**src/rtl/pe_array_ctrl_pkg.sv**
```systemverilog
`default_nettype none
// ============================================================================
// Module      : pe_array_ctrl_pkg
// Description : Shared types for the PE-row sequencing controller: PE
//               operating modes, stage broadcast codes, controller states.
// Revision    : 1.0 - initial release
// ============================================================================
package pe_array_ctrl_pkg;

    localparam int c_mode_w  = 2;
    localparam int c_stage_w = 2;
    localparam int c_state_w = 3;

    typedef enum logic [c_mode_w-1:0] {
        MODE_DEFAULT = 2'd0,
        MODE_CONV    = 2'd1,
        MODE_FC      = 2'd2,
        MODE_POOL    = 2'd3
    } op_mode_t;

    typedef enum logic [c_stage_w-1:0] {
        STAGE_IDLE  = 2'd0,
        STAGE_LOAD  = 2'd1,
        STAGE_CONV  = 2'd2,
        STAGE_DRAIN = 2'd3
    } op_stage_t;

    typedef enum logic [c_state_w-1:0] {
        ST_IDLE  = 3'd0,
        ST_CFG   = 3'd1,
        ST_LOAD  = 3'd2,
        ST_CONV  = 3'd3,
        ST_DRAIN = 3'd4,
        ST_NEXT  = 3'd5,
        ST_DONE  = 3'd6,
        ST_ERR   = 3'd7
    } ctrl_state_t;

    // Stage code seen by the PEs; bookkeeping states present as idle.
    function automatic op_stage_t stage_of(ctrl_state_t s);
        case (s)
            ST_LOAD:  return STAGE_LOAD;
            ST_CONV:  return STAGE_CONV;
            ST_DRAIN: return STAGE_DRAIN;
            default:  return STAGE_IDLE;
        endcase
    endfunction

endpackage : pe_array_ctrl_pkg
`default_nettype wire

```
**src/rtl/pe_array_ctrl.sv**
```systemverilog
`default_nettype none
// ============================================================================
// Module      : pe_array_ctrl
// Description : Per-layer sequencer for a PE row: mode config, broadcast
//               load gating, convolution, psum drain and multi-round repeat.
// Revision    : 1.0 - initial release
// ============================================================================
module pe_array_ctrl
    import pe_array_ctrl_pkg::*;
#(
    parameter int NUM_PE  = 6,
    parameter int ROUND_W = 8
) (
    input  logic               clk,
    input  logic               rst,
    input  logic               start,
    input  op_mode_t           cfg_mode,
    input  logic [ROUND_W-1:0] cfg_rounds,
    input  logic               buf_valid,
    output logic               buf_ready,
    input  logic [NUM_PE-1:0]  pe_full,
    input  logic [NUM_PE-1:0]  pe_conv_done,
    input  logic [NUM_PE-1:0]  pe_error,
    input  logic               psum_drain_done,
    output op_mode_t           pe_mode,
    output logic               change_mode,
    output op_stage_t          op_stage,
    output logic               conv_continue,
    output logic               busy,
    output logic               layer_done,
    output logic [ROUND_W-1:0] round_idx,
    output logic               error
);

    ctrl_state_t        r_state_q,         w_state_d;
    op_mode_t           r_pe_mode_q,       w_pe_mode_d;
    op_stage_t          r_op_stage_q,      w_op_stage_d;
    logic [ROUND_W-1:0] r_rounds_q,        w_rounds_d;
    logic [ROUND_W-1:0] r_round_idx_q,     w_round_idx_d;
    logic               r_change_mode_q,   w_change_mode_d;
    logic               r_conv_continue_q, w_conv_continue_d;
    logic               r_busy_q,          w_busy_d;
    logic               r_layer_done_q,    w_layer_done_d;
    logic               r_error_q,         w_error_d;

    logic w_all_full;
    logic w_all_done;
    logic w_any_err;
    logic w_last_round;

    assign w_all_full   = &pe_full;
    assign w_all_done   = &pe_conv_done;
    assign w_any_err    = |pe_error;
    assign w_last_round = (r_round_idx_q == (r_rounds_q - ROUND_W'(1)));

    // The broadcast gate closes in the same cycle the last scratch pad fills.
    assign buf_ready = (r_state_q == ST_LOAD) && !w_all_full;

    always_comb begin
        w_state_d     = r_state_q;
        w_pe_mode_d   = r_pe_mode_q;
        w_rounds_d    = r_rounds_q;
        w_round_idx_d = r_round_idx_q;
        w_error_d     = r_error_q;

        case (r_state_q)
            ST_IDLE: begin
                if (start) begin
                    w_pe_mode_d   = cfg_mode;
                    w_rounds_d    = (cfg_rounds == '0) ? ROUND_W'(1) : cfg_rounds;
                    w_round_idx_d = '0;
                    w_state_d     = ST_CFG;
                end
            end
            ST_CFG:   w_state_d = ST_LOAD;
            ST_LOAD:  if (w_all_full) w_state_d = ST_CONV;
            ST_CONV:  if (w_all_done) w_state_d = ST_DRAIN;
            ST_DRAIN: begin
                if (psum_drain_done) begin
                    w_state_d = w_last_round ? ST_DONE : ST_NEXT;
                end
            end
            ST_NEXT: begin
                w_round_idx_d = r_round_idx_q + ROUND_W'(1);
                w_state_d     = ST_LOAD;
            end
            ST_DONE:  w_state_d = ST_IDLE;
            ST_ERR:   w_state_d = ST_ERR;
            default:  w_state_d = ST_IDLE;
        endcase

        // An error overrides any progress made this cycle.
        if (w_any_err) begin
            w_state_d     = ST_ERR;
            w_error_d     = 1'b1;
            w_pe_mode_d   = r_pe_mode_q;
            w_rounds_d    = r_rounds_q;
            w_round_idx_d = r_round_idx_q;
        end

        w_op_stage_d      = stage_of(w_state_d);
        w_change_mode_d   = (w_state_d == ST_CFG);
        w_conv_continue_d = (w_state_d == ST_NEXT);
        w_layer_done_d    = (w_state_d == ST_DONE);
        w_busy_d          = (w_state_d != ST_IDLE);
    end

    always_ff @(posedge clk) begin
        if (rst) begin
            r_state_q         <= ST_IDLE;
            r_pe_mode_q       <= MODE_DEFAULT;
            r_op_stage_q      <= STAGE_IDLE;
            r_rounds_q        <= ROUND_W'(1);
            r_round_idx_q     <= '0;
            r_change_mode_q   <= 1'b0;
            r_conv_continue_q <= 1'b0;
            r_busy_q          <= 1'b0;
            r_layer_done_q    <= 1'b0;
            r_error_q         <= 1'b0;
        end else begin
            r_state_q         <= w_state_d;
            r_pe_mode_q       <= w_pe_mode_d;
            r_op_stage_q      <= w_op_stage_d;
            r_rounds_q        <= w_rounds_d;
            r_round_idx_q     <= w_round_idx_d;
            r_change_mode_q   <= w_change_mode_d;
            r_conv_continue_q <= w_conv_continue_d;
            r_busy_q          <= w_busy_d;
            r_layer_done_q    <= w_layer_done_d;
            r_error_q         <= w_error_d;
        end
    end

    assign pe_mode       = r_pe_mode_q;
    assign op_stage      = r_op_stage_q;
    assign round_idx     = r_round_idx_q;
    assign change_mode   = r_change_mode_q;
    assign conv_continue = r_conv_continue_q;
    assign busy          = r_busy_q;
    assign layer_done    = r_layer_done_q;
    assign error         = r_error_q;

    // Packet handshake is observed by the buffer and PEs, not by the sequencer.
    logic w_unused;
    assign w_unused = buf_valid;

endmodule : pe_array_ctrl
`default_nettype wire

```
**config.mk**
```make
export PLATFORM = sky130hd
export DESIGN_NAME = pe_array_ctrl
export DESIGN_NICKNAME = d
export VERILOG_FILES = /design/src/rtl/pe_array_ctrl_pkg.sv /design/src/rtl/pe_array_ctrl.sv
export SDC_FILE = /design/constraint.sdc
export NUM_CORES = 1
export LEC_CHECK = 0
export CORE_ASPECT_RATIO = 1.4
export CORE_MARGIN = 2
export CORE_UTILIZATION = 40
export CTS_CLUSTER_DIAMETER = 200
export DETAILED_ROUTE_END_ITERATION = 12
export PLACE_DENSITY = 0.76
export REMOVE_ABC_BUFFERS = 1
export SYNTH_ARGS = -nofsm -noshare
export SYNTH_HDL_FRONTEND = slang
export SYNTH_SLANG_ARGS = --single-unit
```
**constraint.sdc**
```tcl
create_clock -name clk -period 2 [get_ports clk]
set_clock_uncertainty 0.1 [all_clocks]
set_input_delay 0.3 -clock clk [delete_from_list [all_inputs] [get_ports clk]]
set_output_delay 0.3 -clock clk [all_outputs]
set_load 0.01 [all_outputs]
```
* Word-level counts from Yosys, hierarchy flattened
Cells that the tools add are included.
** Cells by class
- Add/sub/neg operators :: 2
- Equality and inequality tests :: 15
- Mux-type cells :: 11
- Bitwise operators :: 1
- Reductions and logical operators :: 12
** Operators with widths (count)
- 3-bit == test, second input constant :: 7
- 3-bit case mux with 7 select lines :: 1
- 8-bit 2-to-1 mux :: 2
- 8-bit case mux with 2 select lines :: 1
- 3-bit 2-to-1 mux :: 5
- 3-bit by 2-bit == test with 1-bit output, second input constant :: 4
- 6-bit AND reduction :: 2
- 8-bit by 1-bit adder with 8-bit output, second input constant :: 1
- 8-bit == test :: 1
- 8-bit zero test :: 1
- 8-bit by 1-bit subtractor with 8-bit output, second input constant :: 1
- 3-bit by 1-bit == test with 1-bit output, second input constant :: 2
- 2-bit case mux with 3 select lines :: 1
- 3-bit AND reduction :: 2
- 6-bit OR reduction :: 1
- 3-bit zero test :: 1
- 3-bit nonzero test :: 1
- 2-bit 2-to-1 mux :: 1
- 2-bit != test, second input constant :: 1
- 2-bit nonzero test :: 1
- 2-bit OR reduction :: 1
- 1-bit logical AND :: 1
- 1-bit zero test :: 1
- 1-bit inverter :: 1
** Word-level totals
- Flip-flop bits (word level) :: 28
- Bits of input ports :: 33
- Logic and storage cells :: 51

* Longest topological paths before layout
Gate-level depths: netlist of run 1.
- Word-level depth :: 8
- Depth in mapped cells :: 9

* Worst setup path before layout of run 1
No wires, ideal clock.
- Path type :: register -> register
- Start point :: register r_rounds_q[0]
- End point :: register r_change_mode_q (netlist: change_mode)
- Setup time :: 116 ps
- Data arrival time :: 1848 ps
- Data required time :: 1784 ps
- Setup slack :: -63 ps
- Stages on the path, launching flop included :: 8
- Path buffers :: 0
- Clock period less this slack :: 2063 ps
- Cells stage by stage :: dfxtp_1 -> or3_1 -> or4b_1 -> nand3_1 -> nand4_2 -> o21bai_2 -> nor2_2 -> and3_1
** Between the ends
- Longest elaborated chain between the ends :: 7
** RTL lines
- start: declaration :: RTL line pe_array_ctrl.sv:38 : logic [ROUND_W-1:0] r_rounds_q, w_rounds_d;
- start signal: assignment :: RTL line pe_array_ctrl.sv:124 : r_rounds_q <= w_rounds_d;
- 8-bit by 1-bit subtractor with 8-bit output :: RTL line pe_array_ctrl.sv:54 : assign w_last_round = (r_round_idx_q == (r_rounds_q - ROUND_W'(1)));
- 8-bit == test :: RTL line pe_array_ctrl.sv:54
- 2-bit 2-to-1 mux :: RTL line pe_array_ctrl.sv:80 : w_state_d = w_last_round ? ST_DONE : ST_NEXT;
- 3-bit 2-to-1 mux :: RTL line pe_array_ctrl.sv:79 : if (psum_drain_done) begin
- 3-bit case mux with 7 select lines :: RTL line pe_array_ctrl.sv:66 : case (r_state_q)
- 3-bit 2-to-1 mux :: RTL line pe_array_ctrl.sv:93 : if (w_any_err) begin
- 3-bit by 1-bit == test with 1-bit output :: RTL line pe_array_ctrl.sv:102 : w_change_mode_d = (w_state_d == ST_CFG);
- end signal: assignment :: RTL line pe_array_ctrl.sv:126 : r_change_mode_q <= w_change_mode_d;
- end: declaration :: RTL line pe_array_ctrl.sv:40 : logic r_change_mode_q, w_change_mode_d;
Every way passes these cells.
A chain may end at the register's enable or synchronous reset.

* Final worst setup path of run 1
Ends and elaborated chain as after synthesis.

==> flow_summary.yaml, run 1 <==
setup_path:
  rrSetupSlack_ns: -0.15
  r2r_end: "change_mode"
  startpoint: "r_rounds_q[0]"
  crit_fanout: 4
  rr_startpoint: "r_rounds_q[0]"
  critPathCaptureType: "flop"
  required_ns: 2.08
  endpoint: "change_mode"
  arrival_ns: 2.24
  crit_type: "flop to flop"
  r2r_cells: 7
  critPathLaunchType: "flop"
power:
  vdd_ir_drop_max_uv: 469.1
  comb_power_share: 0.116
  p_leak_nw: 1.014
  power_density_mw_per_mm2: 487.8
  switching_share: 0.2055
  clockPowerShare: 0.391
  power_frac_seq: 0.493
  power.switching_w: 0.0002369
  internal-power_w: 0.0009160
synth:
  ys_async_sr_fraction: 0
  ys_ff_latch: 28
  synth_cell_types: 38
  avgSynthCellArea_um2: 8.516
  ys.flop_type: "dfxtp_1"
  synthCells: 165
  yosys.area.top_type: "dfxtp_1"
  ys_seq_area_frac: 0.3989
  yosys_warnings: 0
  yosys.area.top_type_share: 0.3989
  synth_edf_count: 0
  synthTopCellsByArea: "dfxtp_1 40%, nor2_1 8.8%, mux2i_1 6.4%, xnor2_1 5.6%, xor2_1 4.4%"
  netlist_area_mm2: 0.001405
detailed_routing:
  drtAntennaViolNets: 0
  drc: 0
  drtIter0Drc: 39
  viasPerCell: 5.191
  wl_um: 3658
  wl_per_cell_um: 12.93
  routed-via-count: 1469
  dr.pass1.iters: 4
clocking:
  tritoncts: "yes"
  htreeDepth: 1
  hold_buffers: 0
  root_buffer: "clkbuf_8"
  clock_latency_ns: 0.28
  cts.sinks: 28
  clkTransAtPathRegs_ns: 0.10
  clockBufferDepth: 2
  cts_buffers: 3
min_path:
  hp-start: "error"
  hold_path.class: "flop to flop"
cells_and_area:
  drive_gt1_frac: 0.2510
  utilization: 0.6996
  final_area_mm2: 0.002364
  stdcell_count: 283
  n_antenna_cell: 0
  area_growth_pct: 68.21
  n_fill_cell: 252
  multi_input_area_um2: 935.9
  seq_area_um2: 563.0
  fin_nets: 279
die:
  die_w_um: 54.09
  die_area_mm2: 0.004009
  io_pins: 51
  row_count: 25
  die_height_um: 74.13
  coreArea_mm2: 0.003378
  start_util: 0.4159
global_route:
  grt_pass1_vias: 1338
  grt_max_degree: 17
  grt_overflow: 0
  grt_pass1_wl_um: 5616
  grt_use_total: 0.1860
  antenna_found_initial: 0
sta:
  max_freq_mhz: 464.1
  fin_ws_ns: -0.1547
  finalHoldViolCount: 0
  worst_pin_slew_ns: 0.5950
  slew-limit-headroom: 0.6025
  period_needed_ns: 2.155
  finalSetupViolations: 7
  hold_ws_ns: 0.3956
  period_share: 1.077
  rsz0062_at_grt: "true"
  slew_viol_final: 0
placed_design:
  gp_congestion: 0.8007
  port_buffers: 49
  placed_area_mm2: 0.002138
  dpl.cell_count: 278
  hpwl_um: 2706
outcome:
  violations: "negative setup slack"
  status: "finished with violations"
run:
  maxCapViolCount: 0
## flip-flops by register name, summed over array words and instances (netlist names)
signal,cells
busy,1
change_mode,1
conv_continue,1
error,1
layer_done,1
op_stage,2
pe_mode,2
r_rounds_q,8
r_state_q,3
round_idx,8
## cells by family (layout without fill, tap and decap cells)
kind of cell             after synthesis  after routing  share of synthesized area
XOR/XNOR                              16             16                    0.09974
multiplexers                           9              9                    0.06412
buffers and inverters                 10             88                    0.03117
adder cells (fa/ha/maj)                2              2                    0.01781
flip-flops                            28             28                     0.3989
AO/OA/AOI/OAI                         18             18                    0.08639
AND/OR/NAND/NOR                       82             82                     0.3019
## cell usage in the layout (no fill, tap or decap), types with 5 or more instances in the layout
cell             Yosys  routed
nor2_1              33      30
xnor2_1              9       9
mux2i_1              9       9
xor2_1               7       5
buf_4                1      30
a21oi_1              7       6
nand2_1              8       6
clkdlybuf4s50_1      0      44
dfxtp_1             28      26
## power groups by stage
stage	clock [W]	sequential, W	combinational [W]
after floorplan	0	0.000583	0.0000272
after global placement	0	0.000582	0.000124
after detailed placement	0	0.000582	0.000124
after CTS	0.000461	0.000569	0.000129
after global routing	0.000481	0.000570	0.000145
final	0.000451	0.000569	0.000133
## worst min-delay path by stage
stage,end,cells past startpoint
2_1_floorplan,op_stage[1],1
3_3_place_gp,error,2
3_5_place_dp,error,2
4_1_cts,error,2
5_1_grt,error,2
6_report,error,2
## cells in the mapped netlist, types with 4 or more instances
master / number
nand2_1: 8
nor2_1: 33
nor3_1: 4
or3_1: 4
and3_1: 5
nor4_1: 5
xnor2_1: 9
dfxtp_1: 28
a21oi_1: 7
nand3_1: 5
inv_1: 4
mux2i_1: 9
xor2_1: 7
## cell type report
type,count,share of cell area
multi-input cells,127,0.3960
repair buffers,79,0.3065
flip-flops and latches,28,0.2382
well taps,40,0.02118
clock buffers,3,0.01747
clock inverters,1,0.01271
inverters,5,0.007941
## through the flow
| step | worst slack, ns | setup TNS, ns | total power [W] |
|---|---|---|---|
| after floorplan | -0.06306 | -0.1827 | 0.0006104 |
| after global placement | -0.4152 | -7.378 | 0.0007058 |
| after detailed placement | -0.4380 | -8.587 | 0.0007061 |
| after CTS | -0.1719 | -0.9237 | 0.001158 |
| after global routing | -0.2509 | -1.624 | 0.001196 |
| final | -0.1547 | -0.8906 | 0.001153 |
## critical path, cell delays in order, from the launching register on
cell	delay [ns]
dfxtp_2	0.33
or3_4	0.38
or4b_4	0.53
nand3_4	0.10
nand4_4	0.13
o21bai_4	0.24
nor2_4	0.07
and3_4	0.17
## what timing repair did
action                                  CTS  global route
endpoints found under the setup margin   24            24
gates resized for setup                  10            23
pin swaps                                 8            12
buffers inserted                          0             1
## metal layers
layer	GRT usage	share of wire
met5	0	0
met4	0.06667	0.013
met3	0.02008	0.030
met2	0.3482	0.55
met1	0.2099	0.41
No activity file was read; power rests on OpenSTA's default activity.
==> run 2, diff against run 1 <==
Settings changed: GPL_ROUTABILITY_DRIVEN from default to 0.
==> results of run 2 <==
No change in the layout: final DEF, timing and power equal those of run 1.
